===== src/rtl/balance_seq.sv =====
// Lifecycle sequencer for the balance datapath: power-up, rider detect, soft-start ramp,
// steer enable and over-speed fault latch. Optional FAULT support: define BALANCE_SEQ_FAULT_EN.
module balance_seq #(
    parameter int FAST_SIM = 1,
    parameter int SS_DIV   = 1,
    parameter int TF_CNT   = 4
) (
    input  logic       clk,
    input  logic       rst,
    input  logic       vld,
    input  logic       auth_go,
    input  logic       auth_stop,
    input  logic       rider_off,
    input  logic       too_fast,
    output logic       pwr_up,
    output logic       en_steer,
    output logic [7:0] ss_tmr,
    output logic       fault,
    output logic [2:0] state
);

    typedef enum logic [2:0] {
        IDLE       = 3'd0,
        WAIT_RIDER = 3'd1,
        SOFT_START = 3'd2,
        BALANCE    = 3'd3,
        FAULT      = 3'd4
    } state_t;

    // The 26-bit settle counter cannot hold 2^26, so its terminal count stands in for it.
    localparam logic [25:0] SETTLE_LIMIT = (FAST_SIM != 0) ? 26'd32768 : 26'h3FF_FFFF;
    localparam logic [3:0]  SS_LAST      = 4'(SS_DIV - 1);
    localparam logic [3:0]  TF_LAST      = 4'(TF_CNT - 1);

    state_t      cur, nxt;
    logic        stop_q, stop_d;
    logic [3:0]  div_q, div_d;
    logic [7:0]  ss_d;
    logic [25:0] settle_q, settle_d;
    logic        run_hit;

`ifdef BALANCE_SEQ_FAULT_EN
    logic [3:0] run_q, run_d;

    // Counts consecutive vld samples that agree with the exit condition of the current state.
    always_comb begin
        run_d   = run_q;
        run_hit = 1'b0;
        if (vld && (cur == BALANCE || cur == FAULT)) begin
            if (too_fast == (cur == BALANCE)) begin
                run_d   = run_q + 4'd1;
                run_hit = (run_q == TF_LAST);
            end else begin
                run_d = '0;
            end
        end
    end

    always_ff @(posedge clk or posedge rst) begin
        if (rst) begin
            run_q <= '0;
        end else if (nxt != cur) begin
            run_q <= '0;
        end else begin
            run_q <= run_d;
        end
    end
`else
    logic unused_fault_cfg;
    assign unused_fault_cfg = ^{too_fast, TF_LAST};
    assign run_hit          = 1'b0;
`endif

    always_comb begin
        nxt      = cur;
        stop_d   = stop_q;
        div_d    = div_q;
        ss_d     = ss_tmr;
        settle_d = settle_q;
        case (cur)
            IDLE: begin
                if (auth_go) nxt = WAIT_RIDER;
            end
            WAIT_RIDER: begin
                if (auth_stop || stop_q) nxt = IDLE;
                else if (!rider_off)     nxt = SOFT_START;
            end
            SOFT_START: begin
                if (auth_stop) stop_d = 1'b1;
                if (rider_off) begin
                    nxt = WAIT_RIDER;
                end else if (ss_tmr == 8'hFF) begin
                    nxt = BALANCE;
                end else if (vld) begin
                    if (div_q == SS_LAST) begin
                        div_d = '0;
                        ss_d  = ss_tmr + 8'd1;
                    end else begin
                        div_d = div_q + 4'd1;
                    end
                end
            end
            BALANCE: begin
                if (auth_stop) stop_d = 1'b1;
                if (rider_off)                      nxt = WAIT_RIDER;
                else if (run_hit)                   nxt = FAULT;
                else if (settle_q != SETTLE_LIMIT)  settle_d = settle_q + 26'd1;
            end
            FAULT: begin
                if (auth_stop) stop_d = 1'b1;
                if (rider_off)    nxt = WAIT_RIDER;
                else if (run_hit) nxt = BALANCE;
            end
            default: nxt = IDLE;
        endcase

        // Per-state bookkeeping is cleared whenever the owning state is not the next one.
        if (nxt != SOFT_START)                 div_d    = '0;
        if (nxt == IDLE || nxt == WAIT_RIDER)  ss_d     = '0;
        if (nxt != BALANCE)                    settle_d = '0;
        if (nxt == IDLE)                       stop_d   = 1'b0;
    end

    always_ff @(posedge clk or posedge rst) begin
        if (rst) begin
            cur      <= IDLE;
            stop_q   <= 1'b0;
            div_q    <= '0;
            settle_q <= '0;
            ss_tmr   <= '0;
            pwr_up   <= 1'b0;
            en_steer <= 1'b0;
            fault    <= 1'b0;
        end else begin
            cur      <= nxt;
            stop_q   <= stop_d;
            div_q    <= div_d;
            settle_q <= settle_d;
            ss_tmr   <= ss_d;
            pwr_up   <= (nxt != IDLE);
            en_steer <= (nxt == BALANCE) && (settle_d == SETTLE_LIMIT);
            fault    <= (nxt == FAULT);
        end
    end

    assign state = cur;

endmodule


===== config.mk =====
export PLATFORM = sky130hd
export DESIGN_NAME = balance_seq
export DESIGN_NICKNAME = d
export VERILOG_FILES = /design/src/rtl/balance_seq.sv
export SDC_FILE = /design/constraint.sdc
export NUM_CORES = 1
export LEC_CHECK = 0
export BUFFER_PORTS_ARGS = -buffer_cell sky130_fd_sc_hd__buf_2
export CAP_MARGIN = 25
export CORE_MARGIN = 8
export CORE_UTILIZATION = 45
export CTS_BUF_LIST = sky130_fd_sc_hd__clkbuf_8
export CTS_CLUSTER_SIZE = 30
export DETAILED_ROUTE_END_ITERATION = 10
export PLACE_DENSITY = 0.7
export SLEW_MARGIN = 30
export SYNTH_ARGS = -nofsm -noshare
export SYNTH_HDL_FRONTEND = slang
export SYNTH_SLANG_ARGS = --single-unit

===== constraint.sdc =====
create_clock -name clk -period 2.3 [get_ports clk]
set_clock_uncertainty 0.2 [all_clocks]
set_input_delay 0.46 -clock clk [delete_from_list [all_inputs] [get_ports clk]]
set_output_delay 0.46 -clock clk [all_outputs]
set_load 0.01 [all_outputs]

## After elaboration in Yosys (flattened, before gate mapping)

Cells that the tools add are included.

| storage, ports and cells | value |
|---|---|
| flip-flop bits (word level) | 45 |
| input port bits | 7 |
| output and inout port bits | 14 |
| word-level logic and storage cells | 72 |

| cells by class | value |
|---|---|
| $add $sub $neg | 3 |
| equality and inequality tests | 16 |
| muxes and demuxes | 26 |
| reductions and logical operators | 19 |

Operators with widths:

| cell | count |
|---|---|
| two-way mux 26 bit | 4 |
| two-way mux 8 bit | 6 |
| adder 26 x 1 -> 26 bit, second input constant | 1 |
| equality test 26 x 16 -> 1 bit, second input constant | 1 |
| != test 26 x 16 -> 1 bit, second input constant | 1 |
| two-way mux 4 bit | 6 |
| two-way mux 3 bit | 6 |
| nonzero test 2 bit | 7 |
| one-hot mux 3 bit (4 select lines) | 1 |
| equality test 3 x 2 -> 1 bit, second input constant | 3 |
| adder 8 x 1 -> 8 bit, second input constant | 1 |
| equality test 8 bit, second input constant | 1 |
| != test 2 x 1 -> 1 bit, second input constant | 4 |
| equality test 3 x 1 -> 1 bit, second input constant | 2 |
| equality test 3 bit, second input constant | 2 |
| zero test 3 bit | 2 |
| != test 3 x 2 -> 1 bit, second input constant | 2 |
| AND reduction 5 bit | 1 |
| adder 4 x 1 -> 4 bit, second input constant | 1 |
| zero test 4 bit | 1 |
| AND reduction 4 bit | 1 |
| two-way mux 1 bit | 3 |
| nonzero test 3 bit | 1 |
| OR reduction 3 bit | 1 |
| other kinds (4) | 5 |

## Logic depth before layout (Yosys ltp)

| logic depth | value |
|---|---|
| depth in word-level cells | 8 |
| depth in mapped cells | 9 |
| mapped depth without buffers | 9 |

## Worst setup path after synthesis

No wires, ideal clock.

| timing | value |
|---|---|
| path kind | reg-to-reg |
| start | register cur[2], in the netlist state[2] |
| end | register en_steer |
| setup time | 0.067 ns |
| arrival time | 2.115 ns |
| required time | 2.033 ns |
| slack | -0.082 ns |
| stages on the path, launching flop included | 9 |
| path buffers | 1 |
| period minus slack after synthesis | 2.382 ns |
| path through | dfrtp_1 > buf_6 > nand4bb_4 > nor4_4 > and3_1 > and3_1 > o22ai_1 > nor4_2 > o2111a_1 |

| on the way | value |
|---|---|
| cells in the longest elaborated chain, start to end | 7 |
| elaborated cells on any way between the ends | 19 |
| those cells by class | 7 x eq/ne; 9 x mux; 3 x reduce/logical |

Ends and longest elaborated chain:

| what | RTL line | source |
|---|---|---|
| start, declared | 35 | `state_t cur, nxt;` |
| start signal, assigned | 135 | `cur <= nxt;` |
| equality test 3 bit (tied with other cells) | 80 | `case (cur)` |
| OR reduction 2 bit (no source line) (tied with other cells) | -- |  |
| one-hot mux 3 bit (4 select lines) | 80 |  |
| != test 3 x 2 -> 1 bit | 120 | `if (nxt != BALANCE) settle_d = '0;` |
| two-way mux 26 bit | 120 |  |
| equality test 26 x 16 -> 1 bit | 141 | `en_steer <= (nxt == BALANCE) && (settle_d == SETTLE_LIMIT);` |
| logical AND 1 bit * | 141 |  |
| end signal, assigned | 141 |  |
| end, declared | 16 | `output logic en_steer,` |

Every way passes the cells marked *; elsewhere a longest branch is shown, timed or not.
A chain may end at the register's enable or synchronous reset.

## Final worst setup path

| timing | value |
|---|---|
| start | register settle_q[0] |
| end | register en_steer |

| on the way | value |
|---|---|
| cells in the longest elaborated chain, start to end | 7 |
| elaborated cells on any way between the ends | 8 |
| those cells by class | 1 x add/sub; 2 x eq/ne; 4 x mux; 1 x reduce/logical |

Ends and longest elaborated chain:

| what | RTL line | source |
|---|---|---|
| start, declared | 39 | `logic [25:0] settle_q, settle_d;` |
| start signal, assigned | 138 | `settle_q <= settle_d;` |
| adder 26 x 1 -> 26 bit / != test 26 x 16 -> 1 bit (equally long branches) | 107 | `else if (settle_q != SETTLE_LIMIT) settle_d = settle_q + 26'd1;` |
| two-way mux 26 bit * | 107 |  |
| two-way mux 26 bit * | 105 | `if (rider_off) nxt = WAIT_RIDER;` |
| two-way mux 26 bit * | 80 |  |
| two-way mux 26 bit * | 120 |  |
| net settle_d[24] | 39 |  |
| equality test 26 x 16 -> 1 bit * | 141 |  |
| logical AND 1 bit * | 141 |  |

Mark *: on every way through the listed nets, which the timed path passes. The rest lies on a longest branch.

==> flow_summary.toml <==
[logic_synthesis]
avgSynthCellArea_um2 = 9.24
syn_area_mm2 = 0.00264
synth_edf_count = 0
synth_flop_cell = "dfrtp_1"
synthCells = 286
synthArstFlopShare_pct = 100
synth_nets = 298
synth_compound_area_share_pct = 9.85
synth-seq-cells = 45
ys_warn_count = 0
synth_top_family_by_area = "simple AND/OR/NAND/NOR gates"
seq_area_frac_synth_pct = 42.6
synth_fa_ha_area_share_pct = 2.37
yosys.area_share.simple_pct = 29.5
ys_types = 50
synth_xor_area_share_pct = 11.3
muxShareOfSynthArea_pct = 0.758

[setup_path]
path_common_cell = "nand4_1"
cp.required_ns = 2.34
cp.arrival_ns = 2.60
startpoint_type = "register"
cp_max_fo = 4
crit_path_end_kind = "register"
critPathKind = "register to register"
path_cells = "buf_6 > ha_4 > nand4_1 > nor4_4 > buf_2 > nand4_1 > xor2_1 > nor2_1 > nor4_2 > o2111a_1"
max_stage_delay_ns = 0.39
slowest_stage = "dfrtp_1"

[clock_network]
root_buffer = "clkbuf_8"
clkTransAtPathRegs_ns = 0.10
cts_buffers = 5
cts_sinks = 45
htree_levels = 2
clk_path_buf_depth = 2
cts_tree = "built"
clk_latency_ns = 0.31

[finish]
layout-drive-gt1-share_pct = 39.1
area_growth_pct = 41.4
fin_nets = 403
layout_commonest_cell = "buf_4"
diodes = 0
mostFrequentLayoutCells = "buf_4 (86), nor2_1 (43), dfrtp_1 (43)"

[sta]
rsz0062_at_grt = "true"
worst_pin_slew_ns = 0.459
whs_ns = 0.269
setup_viol = 1
drv_slew = 0
fmax_mhz = 391
fin_crit_ns = 2.56
final-hold-violation-count = 0
period_share_pct = 111
setup_slack_ns = -0.259
max_slew_margin_pct = 69.4

[global_routing]
grt_max_degree = 22
grt_pass1_wl_mm = 11.9
grtUsageTotal_pct = 16.8
grt_most_used_layer = "met2"
grtUsageMet1_pct = 20.0
grt_overflow_total = 0
grt_util_met3_pct = 3.24
antenna_found_initial = 0
grt_pass1_vias = 2559
use_met2_pct = 30.0

[floorplan]
start_util_pct = 45.7
die_area_mm2 = 0.00858
rows = 28
io_pins = 21
die_height_um = 92.6
core_area_mm2 = 0.00578
die_w_um = 92.6

[placed_design]
gp_congestion = 0.900
place_hpwl_mm = 5.16
pre_cts_slack_ns = -0.230
port-buffer-count = 19

[power]
cellPowerDensity_mw_per_mm2 = 479
ir_worst_vdd_mv = 0.466
p_leak_uw = 0.00173

[routing]
vias_per_cell = 5.54
initialDrtViolationCount = 144
wl_per_cell_um = 15.7
drt-pass1-iter-count = 4
drc = 0
wl_mm = 7.31
ant_nets = 0
dr_total_vias = 2581

[job]
maxCapViolCount = 0

[status]
violations = "setup timing"
status = "finished with violations"

[min_path]
hp-class = "input port to register"
[through the flow]
stage               instances  total power, uW  TNS (ns)  util, %  instance area [um2]
floorplan                 286             1110  -0.00674        -                 2700
global placement          446             1280    -0.194     59.0                 3410
detailed placement        446             1290    -0.249     59.0                 3410
CTS                       457             1780    -0.135     61.5                 3560
global route              466             1860    -0.379     64.6                 3740
finish                    466             1790    -0.259     64.6                 3740
[cells in the mapped netlist, drive strengths merged, types with 2 or more instances]
cell	count	area, um2
nor2	46	173
and3	12	75.1
nor4b	3	26.3
inv	9	33.8
a211o	3	26.3
nand3b	2	15.0
buf	8	43.8
xor2	25	219
nand2	14	52.6
xnor2	9	78.8
dfrtp	45	1130
nand4	16	100
clkbuf	5	18.8
nor4	7	80.1
or3	4	25.0
ha	5	62.6
nor3b	5	42.5
mux2i	2	20.0
a21oi	11	55.1
o22a	2	17.5
nand3	15	80.1
o21ai	9	45.0
nor3	10	55.1
[flip-flops by register name (all words and copies together), names as in the netlist]
register / cells
pwr_up: 1
en_steer: 1
stop_q: 1
fault: 1
settle_q: 26
ss_tmr: 8
div_q: 4
state: 3
[worst paths after layout]
path                             start        to  slack (ns)  depth (start not counted)
max                        settle_q[0]  en_steer       -0.26                         10
min                          auth_stop    stop_q        0.27                          3
max in group asynchronous          rst  state[1]        0.83                          4
min in group asynchronous          rst  en_steer        0.49                          3
max reg2reg                settle_q[0]  en_steer       -0.26                         10
min reg2reg                     stop_q    stop_q        0.36                          2
[cell families after synthesis]
kind of cell / count (synthesis)
adders and majority gates: 5
DFF: 45
buffers and inverters: 22
xor gates and xnor gates: 34
muxes: 2
AOI/OAI and AO/OA: 39
and+or+nand+nor: 139
[where the power goes]
| group | switching (uW) | total, uW | internal [uW] | leakage [uW] |
|---|---|---|---|---|
| logic | 234 | 429 | 195 | 0.00107 |
| clock network | 289 | 499 | 210 | 0.0000402 |
| registers | 35.6 | 859 | 824 | 0.000620 |
[worst max-delay path, delay by kind of cell, from the launching register on]
family,cells,cell delay (ns)
AO/OA/AOI/OAI,1,0.29
XOR/XNOR,1,0.21
adder cells (fa/ha/maj),1,0.13
buffers and inverters,2,0.36
flip-flops,1,0.39
AND/OR/NAND/NOR,5,0.91
[timing repair]
| action | 4_1_cts | 5_1_grt |
|---|---|---|
| hold endpoints to repair | 19 | 0 |
| cloned | 0 | 1 |
| resized for setup | 6 | 22 |
| endpoints found under the setup margin | 2 | 7 |
| hold buffers | 1 | 0 |
| setup buffers | 3 | 8 |
| pin swaps | 2 | 15 |
[per-layer routing]
metal | routed length (um) | share of wire, %
met2 | 3720 | 51
met3 | 241 | 3.3
met5 | 0 | 0
met4 | 154 | 2.1
met1 | 3200 | 44
[cell type report]
class | instances | area (um2)
clock buffers | 5 | 68.8
fillers | 474 | 2040
inverters | 9 | 33.8
repair buffers | 111 | 801
multi-input cells | 219 | 1590
flip-flops and latches | 45 | 1130
well taps | 75 | 93.8
clock inverters | 2 | 16.3
Note: power is estimated with default switching activity, not from simulation.
